## src/rtl/kc705_ethernet_rgmii_axi_tx_encoder_pkg.sv

```systemverilog
// Shared Ethernet framing constants, state encoding and byte-select helpers
// for the KC705 RGMII AXI TX encoder and RX decoder.
package kc705_ethernet_rgmii_axi_tx_encoder_pkg;

    localparam int unsigned MAC_LEN        = 6;
    localparam int unsigned HDR_LEN        = 2 * MAC_LEN;
    localparam int unsigned HDR_W          = 8 * HDR_LEN;
    localparam int unsigned SIZE_FIELD_LEN = 2;
    localparam int unsigned CTR_FIELD_LEN  = 2;
    localparam int unsigned BYTE_CNT_W     = 16;
    localparam int unsigned FRAME_CNT_W    = 16;

    localparam logic [47:0] DEFAULT_DEST_ADDR = 48'h5a0102030405;
    localparam logic [47:0] DEFAULT_SRC_ADDR  = 48'hda0102030405;

    typedef enum logic [2:0] {
        ST_IDLE,
        ST_HEADER,
        ST_SIZE,
        ST_COUNTER,
        ST_DATA,
        ST_PAD,
        ST_DRAIN,
        ST_OVERHEAD
    } eth_state_e;

    // Header byte idx of {dest, src}, most significant byte first.
    function automatic logic [7:0] hdr_byte(input logic [HDR_W-1:0] hdr,
                                            input logic [BYTE_CNT_W-1:0] idx);
        return 8'(hdr >> (8 * (HDR_LEN - 1 - 32'(idx))));
    endfunction

    // Byte of a 16-bit field, shift_bytes bytes up from the LSB.
    function automatic logic [7:0] field_byte(input logic [15:0] val,
                                              input int unsigned shift_bytes);
        return 8'(val >> (8 * shift_bytes));
    endfunction

endpackage

```

## src/rtl/kc705_ethernet_rgmii_axi_tx_encoder.sv

```systemverilog
// Wraps an AXI-stream payload into an Ethernet frame: MACs, size, frame counter,
// payload padded or truncated to PAYLOAD_LEN, then an idle gap.
module kc705_ethernet_rgmii_axi_tx_encoder
    import kc705_ethernet_rgmii_axi_tx_encoder_pkg::*;
#(
    parameter logic [47:0] DEST_ADDR    = DEFAULT_DEST_ADDR,
    parameter logic [47:0] SRC_ADDR     = DEFAULT_SRC_ADDR,
    parameter logic [15:0] PAYLOAD_LEN  = 16'd32,
    parameter int unsigned PKT_SIZE_LEN = SIZE_FIELD_LEN,
    parameter int unsigned PKT_CTR_LEN  = CTR_FIELD_LEN,
    parameter int unsigned OVERHEAD_LEN = 24
) (
    input  logic        axi_tclk,
    input  logic        axi_treset,
    input  logic        enable_tx_encode,
    input  logic [7:0]  s_axis_tdata,
    input  logic        s_axis_tvalid,
    input  logic        s_axis_tlast,
    output logic        s_axis_tready,
    output logic [7:0]  tx_axis_tdata,
    output logic        tx_axis_tvalid,
    output logic        tx_axis_tlast,
    input  logic        tx_axis_tready,
    output logic [15:0] pkt_counter,
    output logic        short_pkt,
    output logic        long_pkt
);

    localparam logic [HDR_W-1:0] HDR      = {DEST_ADDR, SRC_ADDR};
    localparam logic [15:0]      SIZE_VAL = PAYLOAD_LEN + 16'(PKT_CTR_LEN);

    eth_state_e              state_q, state_d;
    logic [BYTE_CNT_W-1:0]   cnt_q, cnt_d;
    logic [7:0]              tx_data_q, tx_data_d;
    logic                    tx_valid_q, tx_valid_d;
    logic                    tx_last_q, tx_last_d;
    logic [FRAME_CNT_W-1:0]  frame_cnt_q, frame_cnt_d;
    logic [FRAME_CNT_W-1:0]  pkt_counter_q, pkt_counter_d;
    logic                    short_q, short_d;
    logic                    long_q, long_d;
    logic                    src_done_q, src_done_d;

    logic                    out_acc, out_free, last_acc;
    logic                    s_ready, in_acc, in_last;
    logic [BYTE_CNT_W-1:0]   cnt_inc;

    always_comb begin
        out_acc  = tx_valid_q & tx_axis_tready;
        out_free = ~tx_valid_q | tx_axis_tready;
        last_acc = out_acc & tx_last_q;
        cnt_inc  = cnt_q + 16'd1;

        s_ready = 1'b0;
        if (state_q == ST_DATA) begin
            s_ready = out_free & (cnt_q < PAYLOAD_LEN);
        end else if (state_q == ST_DRAIN) begin
            s_ready = 1'b1;
        end
        in_acc  = s_axis_tvalid & s_ready;
        in_last = in_acc & s_axis_tlast;

        state_d       = state_q;
        cnt_d         = cnt_q;
        tx_data_d     = tx_data_q;
        tx_valid_d    = tx_valid_q & ~tx_axis_tready;
        tx_last_d     = tx_last_q & ~tx_axis_tready;
        frame_cnt_d   = frame_cnt_q + {15'd0, last_acc};
        pkt_counter_d = pkt_counter_q;
        short_d       = 1'b0;
        long_d        = 1'b0;
        src_done_d    = src_done_q;

        case (state_q)
            ST_IDLE: begin
                // Enable only matters here, so dropping it mid-frame is harmless.
                if (enable_tx_encode && s_axis_tvalid) begin
                    state_d       = ST_HEADER;
                    cnt_d         = '0;
                    tx_data_d     = hdr_byte(HDR, 16'd0);
                    tx_valid_d    = 1'b1;
                    tx_last_d     = 1'b0;
                    pkt_counter_d = frame_cnt_q;
                    src_done_d    = 1'b0;
                end
            end
            ST_HEADER: begin
                if (out_acc) begin
                    tx_valid_d = 1'b1;
                    if (cnt_q == 16'(HDR_LEN - 1)) begin
                        state_d   = ST_SIZE;
                        cnt_d     = '0;
                        tx_data_d = field_byte(SIZE_VAL, PKT_SIZE_LEN - 1);
                    end else begin
                        cnt_d     = cnt_inc;
                        tx_data_d = hdr_byte(HDR, cnt_inc);
                    end
                end
            end
            ST_SIZE: begin
                if (out_acc) begin
                    tx_valid_d = 1'b1;
                    if (cnt_q == 16'(PKT_SIZE_LEN - 1)) begin
                        state_d   = ST_COUNTER;
                        cnt_d     = '0;
                        tx_data_d = field_byte(pkt_counter_q, 0);
                    end else begin
                        cnt_d     = cnt_inc;
                        tx_data_d = field_byte(SIZE_VAL, PKT_SIZE_LEN - 1 - 32'(cnt_inc));
                    end
                end
            end
            ST_COUNTER: begin
                if (out_acc) begin
                    if (cnt_q == 16'(PKT_CTR_LEN - 1)) begin
                        state_d = ST_DATA;
                        cnt_d   = '0;
                    end else begin
                        tx_valid_d = 1'b1;
                        cnt_d      = cnt_inc;
                        tx_data_d  = field_byte(pkt_counter_q, 32'(cnt_inc));
                    end
                end
            end
            ST_DATA: begin
                if (in_acc) begin
                    tx_data_d  = s_axis_tdata;
                    tx_valid_d = 1'b1;
                    tx_last_d  = (cnt_inc == PAYLOAD_LEN);
                    cnt_d      = cnt_inc;
                    if (s_axis_tlast && (cnt_inc < PAYLOAD_LEN)) begin
                        state_d = ST_PAD;
                        short_d = 1'b1;
                    end else if (!s_axis_tlast && (cnt_inc == PAYLOAD_LEN)) begin
                        state_d = ST_DRAIN;
                        long_d  = 1'b1;
                    end
                end else if (last_acc) begin
                    state_d = ST_OVERHEAD;
                    cnt_d   = '0;
                end
            end
            ST_PAD: begin
                if (last_acc) begin
                    state_d = ST_OVERHEAD;
                    cnt_d   = '0;
                end else if (out_free && (cnt_q < PAYLOAD_LEN)) begin
                    tx_data_d  = 8'h00;
                    tx_valid_d = 1'b1;
                    tx_last_d  = (cnt_inc == PAYLOAD_LEN);
                    cnt_d      = cnt_inc;
                end
            end
            ST_DRAIN: begin
                // Leave only once the source frame ended and the final byte has gone.
                src_done_d = src_done_q | in_last;
                if ((src_done_q || in_last) && out_free) begin
                    state_d = ST_OVERHEAD;
                    cnt_d   = '0;
                end
            end
            ST_OVERHEAD: begin
                if (cnt_q == 16'(OVERHEAD_LEN - 1)) begin
                    state_d = ST_IDLE;
                    cnt_d   = '0;
                end else begin
                    cnt_d = cnt_inc;
                end
            end
            default: begin
                state_d = ST_IDLE;
            end
        endcase
    end

    always_ff @(posedge axi_tclk) begin
        if (axi_treset) begin
            state_q       <= ST_IDLE;
            cnt_q         <= '0;
            tx_data_q     <= 8'h00;
            tx_valid_q    <= 1'b0;
            tx_last_q     <= 1'b0;
            frame_cnt_q   <= '0;
            pkt_counter_q <= '0;
            short_q       <= 1'b0;
            long_q        <= 1'b0;
            src_done_q    <= 1'b0;
        end else begin
            state_q       <= state_d;
            cnt_q         <= cnt_d;
            tx_data_q     <= tx_data_d;
            tx_valid_q    <= tx_valid_d;
            tx_last_q     <= tx_last_d;
            frame_cnt_q   <= frame_cnt_d;
            pkt_counter_q <= pkt_counter_d;
            short_q       <= short_d;
            long_q        <= long_d;
            src_done_q    <= src_done_d;
        end
    end

    assign s_axis_tready  = s_ready;
    assign tx_axis_tdata  = tx_data_q;
    assign tx_axis_tvalid = tx_valid_q;
    assign tx_axis_tlast  = tx_last_q;
    assign pkt_counter    = pkt_counter_q;
    assign short_pkt      = short_q;
    assign long_pkt       = long_q;

endmodule

```

## config.mk

```make
export PLATFORM = sky130hd
export DESIGN_NAME = kc705_ethernet_rgmii_axi_tx_encoder
export DESIGN_NICKNAME = d
export VERILOG_FILES = /design/src/rtl/kc705_ethernet_rgmii_axi_tx_encoder_pkg.sv /design/src/rtl/kc705_ethernet_rgmii_axi_tx_encoder.sv
export SDC_FILE = /design/constraint.sdc
export NUM_CORES = 1
export LEC_CHECK = 0
export CAP_MARGIN = 30
export CORE_ASPECT_RATIO = 1.2
export CORE_MARGIN = 2
export CORE_UTILIZATION = 58
export CTS_CLUSTER_DIAMETER = 40
export CTS_CLUSTER_SIZE = 25
export DETAILED_ROUTE_END_ITERATION = 7
export PLACE_DENSITY_LB_ADDON = 0.15
export SYNTH_ARGS = -nofsm -noshare
export SYNTH_HDL_FRONTEND = slang
export SYNTH_SLANG_ARGS = --single-unit
```

## constraint.sdc

```tcl
create_clock -name axi_tclk -period 3.9 [get_ports axi_tclk]
set_clock_uncertainty 0.2 [all_clocks]
set_input_delay 0.39 -clock axi_tclk [delete_from_list [all_inputs] [get_ports axi_tclk]]
set_output_delay 0.39 -clock axi_tclk [all_outputs]
set_load 0.02 [all_outputs]
```

==> run_results.csv, run 1 <==
group,metric,value,unit
status,status,"finished, final reports clean",
timing,slew_violations,0,
synthesis,syn_area,4220,sq um
setup_path,critical_path_arrival,3.54,ns
timing,fmaxAchievable,0.287,GHz
global_route,antenna_found_initial,0,
routing,drt_pass1_iterations,5,
clocking,post-cts-setup-buffers,0,
clocking,clockRootBuffer,"clkbuf_8",
final_layout,layout.cells.non_filler,661,
clocking,clk_pin_slew,0.08,ns
synthesis,synth-seq-area-share,30.4,%
setup_path,reg2reg_depth,8,
hold_path,timing.hold.worst.class,"in -> reg",
pwr,ir_drop,0.300,mV
setup_path,startpoint_type,"flop",
place,port_buffers,42,
timing,setup_viol,0,
setup_path,worstSetupEndpointType,"flop",
floorplan,die-area,7970,sq um
routing,wl,12400,microns
final_layout,diodes,0,
place,dp.cells,645,
hold_path,worstHoldStart,"axi_treset",
pwr,leakage,0.00180,uW
setup_path,r2r_end,"tx_axis_tdata[6]",
synthesis,ys_warn_count,0,
routing,drtIter0Drc,279,
clocking,cts_sinks,64,
timing,fin_setup_tns,0,ns
clocking,cts-resized-gates,0,
synthesis,synth_edf_count,0,
final_layout,layout-drive-gt1-share,8.23,%
synthesis,synth_area_per_cell,7.80,sq um
pwr,power.total,1560,uW
final_layout,areaGrowthSynthToFinish,15.5,%
floorplan,die_y,97.4,microns
clocking,numCtsBuffers,9,
clocking,cts_tree,"done",
timing,grt_setup_unrepaired,"no",
routing,ant_nets,0,
place,dpl_cell_area,4620,sq um
setup_path,rr_startpoint,"cnt_q[0]",
routing,routedWlPerCell,18.8,microns
global_route,first_global_vias,4077,
synthesis,ys_async_sr_fraction,0,%
final_layout,finalNetCount,593,
synthesis,syn_nets,568,
flow_run,drv_cap,0,
floorplan,rows,34,
clocking,clk_latency,0.36,ns
setup_path,crit_required,3.96,ns
routing,routed-via-count,4288,
floorplan,coreArea,7150,sq um
timing,slew_headroom,37.1,%
synthesis,synth_top_family_by_area,"simple AND/OR/NAND/NOR gates",
clocking,cts_hold_buf,0,
routing,vias_per_cell,6.49,
global_route,grt_use_total,32.0,%
hold_path,whs_path_depth,3,
setup_path,reg2reg_setup_slack,0.41,ns
timing,hold_violations,0,
global_route,grt_max_degree,62,
place,dp_hpwl,8970,microns
synthesis,syn_inst,541,
routing,drc,0,
timing,fin_crit_sh,89.4,%
floorplan,start_util,59.0,%
clocking,clock_path_buffers,2,
synthesis,yosysTopAreaCell,"dfxtp_1",
pwr,powerDensity,320,nW/um^2
hold_path,worst_hold_path.endpoint,"state_q[0]",
setup_path,worst-path-max-fanout,13,
synthesis,synth_xor_area_share,4.98,%
global_route,grt_pass1_wl,19500,microns
place,gp_congestion,0.925,
synthesis,netlist_top_cells_count,"64 x dfxtp_1, 64 x nand2_1, 57 x a21oi_1, 34 x nor2_1, 25 x o21ai_0",
synthesis,post_synth_main_area_contributors,"dfxtp_1 30%, a21oi_1 6.8%, nand2_1 5.7%, ha_1 3.9%, xor2_1 3.1%",
final_layout,final.fill_count,600,
clocking,htreeDepth,3,
synthesis,synth_top_area_share,30.4,%
timing,tightestPinTransition,0.935,ns
global_route,grt_remaining_overflow,0,
timing,whs,0.259,ns
synthesis,synth_ff_type,"dfxtp_1",
timing,finalCriticalPeriod,3.49,ns
synthesis,yosys.cell_types.count,79,
synthesis,synth-adder-area-share,3.86,%
floorplan,die_x,81.8,microns
synthesis,synth_mux_area_share,1.54,%
final_layout,stdcell_area,4870,sq um
synthesis,synth-compound-area-share,24.2,%
floorplan,io-pin-count,43,
setup_path,critical_path_class,"reg -> reg",
synthesis,synth-seq-cells,64,
synthesis,synthSimpleGateAreaFrac,29.9,%
-- stage by stage --
stage,setup slack (ns),utilization (%)
floorplan,0.991,-
global placement,0.668,64.7
detailed placement,0.525,64.7
CTS,0.487,68.2
global route,0.217,68.2
finish,0.413,68.2
-- worst max path at each step --
stage	to	start	slack, ns
finish	tx_axis_tdata[6]	cnt_q[0]	0.41
global route	state_q[2]	cnt_q[0]	0.22
CTS	state_q[2]	cnt_q[0]	0.49
detailed placement	state_q[2]	cnt_q[0]	0.53
global placement	state_q[2]	cnt_q[0]	0.67
floorplan	state_q[2]	cnt_q[1]	0.99
-- final cells by class --
type / count / area [sq um] / area share (%)
Multi-Input combinational cell: 431 / 2720 / 55.8
Sequential cell: 64 / 1280 / 26.3
Timing Repair Buffer: 48 / 460 / 9.45
Clock inverter: 6 / 115 / 2.36
Clock buffer: 10 / 138 / 2.82
Inverter: 12 / 45.0 / 0.924
Tap cell: 90 / 113 / 2.31
-- worst max-delay path: stages (launching register included) --
cell and delay (ns):
dfxtp_1 0.61, ha_1 0.46, nand4_1 0.27, nor4_1 0.37, xor2_1 0.15, a211oi_2 0.52
and4_1 0.34, a31oi_1 0.16, a311oi_1 0.31
-- logic make-up after synthesis --
| family | after synthesis |
|---|---|
| AOI/OAI and AO/OA | 156 |
| xor gates and xnor gates | 24 |
| buffers and inverters | 46 |
| DFF | 64 |
| and+or+nand+nor | 232 |
| muxes | 6 |
| adders and majority gates | 13 |
-- layout by cell type, fill, tap and decap left out, drive strengths merged, types with 12 or more instances in the layout --
| cell | instances |
|---|---|
| dfxtp | 64 |
| xor2 | 15 |
| nor2 | 34 |
| nor3 | 14 |
| nand2 | 65 |
| o21ai | 31 |
| ha | 13 |
| inv | 12 |
| and3 | 19 |
| a21oi | 59 |
| clkdlybuf4s50 | 41 |
| nand4 | 12 |
| nand3 | 24 |
-- metal layers --
layer	routed length [microns]	global-route usage, %	vias up
met5	0	0	-
met4	561	17.4	0
met2	6090	53.8	164
met3	705	6.41	50
met1	5060	36.9	2028
li1	-	-	2046
-- power by group --
group / switching [uW] / internal (uW) / total (uW)
Sequential: 10.9 / 659 / 670
Combinational: 95.6 / 59.9 / 156
Clock: 289 / 445 / 735
-- state kept, by name, indices dropped and copies added (netlist names) --
register / count
pkt_counter: 16
short_pkt: 1
frame_cnt_q: 16
tx_axis_tdata: 8
long_pkt: 1
src_done_q: 1
cnt_q: 16
tx_axis_tvalid: 1
tx_axis_tlast: 1
state_q: 3
Power figures use the tool's default switching activity.
==> run 2: changes to the inputs <==
- CORE_UTILIZATION: 58 -> 35
- SLEW_MARGIN: default -> 20
==> run_results.csv, run 2 (synthesized netlist as in run 1, its figures left out) <==
group,metric,value,unit
final_layout,areaGrowthSynthToFinish,19.7,%
setup_path,reg2reg_depth,9,
clocking,clk_pin_slew,0.06,ns
floorplan,coreArea,11700,sq um
final_layout,diodes,0,
setup_path,worstSetupEndpointType,"flop",
clocking,post-cts-setup-buffers,0,
setup_path,worst-path-stages,9,
place,gp_congestion,0.880,
routing,drtIter0Drc,361,
routing,routed-via-count,4188,
clocking,numCtsBuffers,9,
hold_path,timing.hold.worst.class,"in -> reg",
clocking,cts_sinks,64,
final_layout,utilization,43.2,%
timing,fmaxAchievable,0.287,GHz
pwr,power.total,1710,uW
hold_path,whs_path_depth,2,
place,dp_hpwl,9830,microns
setup_path,startpoint_type,"flop",
clocking,htreeDepth,3,
setup_path,max_stage_delay,0.62,ns
pwr,p_int,1280,uW
global_route,first_global_vias,4011,
setup_path,critical_path_class,"reg -> reg",
floorplan,die_x,104,microns
setup_path,critical-path-top-delay-family,"compound AO/OA/AOI/OAI gates",
pwr,ir_drop,0.249,mV
timing,fin_crit_sh,89.2,%
floorplan,rows,43,
clocking,clk_latency,0.34,ns
pwr,powerDensity,339,nW/um^2
pwr,p_sw_share,25.0,%
place,port_buffers,42,
global_route,antenna_found_initial,0,
setup_path,critPathSlowestCell,"dfxtp_1",
floorplan,start_util,36.1,%
pwr,pwr-share-comb,9.1,%
flow_run,drv_cap,0,
final_layout,final_cell_mix,"64 x nand2_1, 64 x dfxtp_1, 57 x a21oi_1",
floorplan,io-pin-count,43,
setup_path,cpMostUsedCell,"ha_1",
setup_path,critical_path_arrival,3.50,ns
pwr,p_sw,428,uW
timing,fin_setup_tns,0,ns
global_route,grt_pass1_wl,21600,microns
timing,slew_violations,0,
clocking,clockRootBuffer,"clkbuf_16",
setup_path,worst-path-max-fanout,13,
routing,routedWlPerCell,18.1,microns
timing,setup_viol,0,
routing,vias_per_cell,5.73,
clocking,cts_tree,"done",
timing,tightestPinTransition,0.737,ns
setup_path,crit_path_cell_trace,"ha_1, xnor2_1, ha_1, nand2_1, a2111oi_2, a21o_1, a41oi_1, nor2b_2, mux2_1",
setup_path,crit_required,3.92,ns
timing,slew_headroom,50.4,%
clocking,clock_path_buffers,2,
routing,wl,13300,microns
floorplan,die_y,124,microns
timing,hold_violations,0,
routing,drc,0,
clocking,cts_hold_buf,0,
floorplan,die-area,12900,sq um
global_route,grt_use_total,20.8,%
timing,grt_setup_unrepaired,"no",
final_layout,final.fill_count,1228,
routing,drt_pass1_iterations,5,
timing,finalCriticalPeriod,3.48,ns
pwr,power_frac_clock,51.7,%
pwr,leakage,0.00184,uW
pwr,p_seq_share,39.2,%
global_route,grt_remaining_overflow,0,
setup_path,critPathBufInv,0,
final_layout,layout-drive-gt1-share,8.54,%
routing,ant_nets,0,
final_layout,finalNetCount,596,
status,status,"finished, final reports clean",
clocking,cts-resized-gates,0,
global_route,grt_max_degree,42,
-- run 2: final timing paths --
kind / from / endpoint / slack, ns
worst max register to register: cnt_q[0] / state_q[2] / 0.42
worst min-delay path: axi_treset / frame_cnt_q[9] / 0.26
worst max-delay path: cnt_q[0] / state_q[2] / 0.42
worst min register to register: frame_cnt_q[15] / pkt_counter[15] / 0.27
-- run 2: layout make-up --
type	instances	area, sq um	area share (%)
clock buffer	10	229	4.54
clock inverter	6	93.8	1.86
inverter	12	45.0	0.892
multi-input combinational	431	2720	53.9
sequential	64	1280	25.4
tap	157	196	3.89
timing repair buffer	51	480	9.52
-- run 2: routing by layer --
metal | wire length (microns) | track usage, % | vias to the layer above
met4 | 386 | 9.78 | 0
met5 | 0 | 0 | -
met3 | 494 | 3.35 | 23
met1 | 5800 | 25.5 | 2007
li1 | - | - | 2052
met2 | 6580 | 35.5 | 106
-- run 2: power groups by stage --
stage	clock network, uW	registers, uW	logic (uW)
2_1_floorplan	0	686	96.8
3_3_place_gp	0	685	156
3_5_place_dp	0	685	155
4_1_cts	898	671	156
5_1_grt	928	672	171
6_report	884	671	156
-- run 2: per-stage QoR --
stage / setup WS (ns) / cells / area [sq um] / hold WS (ns)
after global placement: 0.634 / 714 / 4720 / 0.249
after global routing: 0.148 / 731 / 5050 / 0.300
after detailed placement: 0.468 / 714 / 4720 / 0.264
after CTS: 0.438 / 730 / 5040 / 0.260
after floorplan: 0.991 / 541 / 4220 / 0.236
final: 0.419 / 731 / 5050 / 0.263
==> run 3: changes to the inputs <==
- CAP_MARGIN: 30 -> 20
==> run_results.csv, run 3 (synthesized netlist as in run 1, its figures left out) <==
group,metric,value,unit
timing,worst_slack,0.410,ns
hold_path,timing.hold.worst.class,"in -> reg",
setup_path,startpoint_type,"flop",
clocking,post-cts-setup-buffers,0,
pwr,p_sw,428,uW
routing,routed-via-count,4217,
place,place_ws,0.468,ns
place,port_buffers,42,
routing,ant_nets,0,
floorplan,rows,43,
floorplan,die_y,124,microns
clocking,numCtsBuffers,9,
pwr,power.total,1710,uW
timing,finalCriticalPeriod,3.49,ns
final_layout,diodes,0,
routing,drtIter0Drc,349,
global_route,grt_max_degree,42,
timing,fin_crit_sh,89.5,%
routing,vias_per_cell,5.78,
final_layout,layout.cells.non_filler,730,
global_route,grt_remaining_overflow,0,
clocking,cts_tree,"done",
place,dp_hpwl,9830,microns
clocking,cts_hold_buf,0,
pwr,p_seq_share,39.2,%
clocking,cts_sinks,64,
floorplan,io-pin-count,43,
setup_path,critical_path_class,"reg -> reg",
clocking,clk_latency,0.34,ns
status,status,"finished, final reports clean",
pwr,ir_drop,0.249,mV
final_layout,layout-drive-gt1-share,8.38,%
routing,drc,0,
clocking,clk_pin_slew,0.06,ns
clocking,cts-resized-gates,0,
global_route,first_global_vias,4011,
flow_run,drv_cap,0,
floorplan,coreArea,11700,sq um
setup_path,critical_path_arrival,3.51,ns
pwr,p_sw_share,25.0,%
routing,drt_pass1_iterations,6,
global_route,grt_use_total,20.8,%
timing,fin_setup_tns,0,ns
routing,wl,13300,microns
setup_path,worst-path-max-fanout,13,
floorplan,die_x,104,microns
final_layout,final_cell_mix,"64 x nand2_1, 64 x dfxtp_1, 57 x a21oi_1",
timing,slew_headroom,34.2,%
pwr,pwr-share-comb,9.1,%
clocking,clockRootBuffer,"clkbuf_16",
timing,grt_setup_unrepaired,"no",
pwr,power_frac_clock,51.6,%
floorplan,die-area,12900,sq um
pwr,leakage,0.00184,uW
routing,routedWlPerCell,18.2,microns
setup_path,worstSetupEndpointType,"flop",
timing,slew_violations,0,
setup_path,crit_required,3.92,ns
global_route,grt_pass1_wl,21600,microns
clocking,clock_path_buffers,2,
timing,fmaxAchievable,0.287,GHz
final_layout,finalNetCount,595,
timing,setup_viol,0,
clocking,htreeDepth,3,
place,dp.cells,714,
final_layout,areaGrowthSynthToFinish,19.5,%
place,gp_congestion,0.880,
pwr,p_int,1280,uW
timing,tightestPinTransition,0.979,ns
timing,hold_violations,0,
global_route,antenna_found_initial,0,
pwr,powerDensity,339,nW/um^2
floorplan,start_util,36.1,%
==> run 3: cell count changes in the layout (fill, tap and decap cells not counted) <==
cell   change
buf_2      -1
==> run 3: final timing paths <==
check / start / endpoint / slack (ns) / cells past startpoint
worst max-delay path: cnt_q[0] / state_q[2] / 0.41 / 9
worst min-delay path: axi_treset / frame_cnt_q[9] / 0.27 / 2
worst max register to register: cnt_q[0] / state_q[2] / 0.41 / 9
worst min register to register: frame_cnt_q[15] / pkt_counter[15] / 0.27 / 2
==> run 3: critical path, cell delays in order, from the launching register on <==
cell,delay (ns)
dfxtp_1,0.62
ha_1,0.46
xnor2_1,0.36
ha_1,0.29
nand2_1,0.10
a2111oi_2,0.50
a21o_1,0.13
a41oi_1,0.14
nor2b_2,0.23
mux2_1,0.33
==> run 3: layer usage <==
| metal | track usage [%] | vias to the layer above | share of wire (%) |
|---|---|---|---|
| met2 | 35.5 | 123 | 49 |
| met5 | 0 | - | 0 |
| met3 | 3.35 | 31 | 4.2 |
| met4 | 9.78 | 0 | 3.1 |
| li1 | - | 2047 | - |
| met1 | 25.5 | 2016 | 44 |
==> run 3: metrics by stage <==
| stage | cell area [sq um] | utilization [%] | hold WS, ns |
|---|---|---|---|
| floorplan | 4220 | - | 0.236 |
| global placement | 4720 | 40.4 | 0.249 |
| global route | 5040 | 43.2 | 0.300 |
| finish | 5040 | 43.2 | 0.266 |
| CTS | 5040 | 43.2 | 0.260 |
| detailed placement | 4720 | 40.4 | 0.264 |
==> run 3: final cells by class <==
cell class	instances	area, sq um
timing repair buffer	50	475
sequential	64	1280
clock buffer	10	229
multi-input combinational	431	2720
fill	1228	6630
tap	157	196
inverter	12	45.0
clock inverter	6	93.8
==> run 3: power groups by stage <==
stage	Clock [uW]	Sequential, uW	Combinational (uW)
2_1_floorplan	0	686	96.8
3_3_place_gp	0	685	156
3_5_place_dp	0	685	155
4_1_cts	898	671	156
5_1_grt	928	672	171
6_report	883	671	156
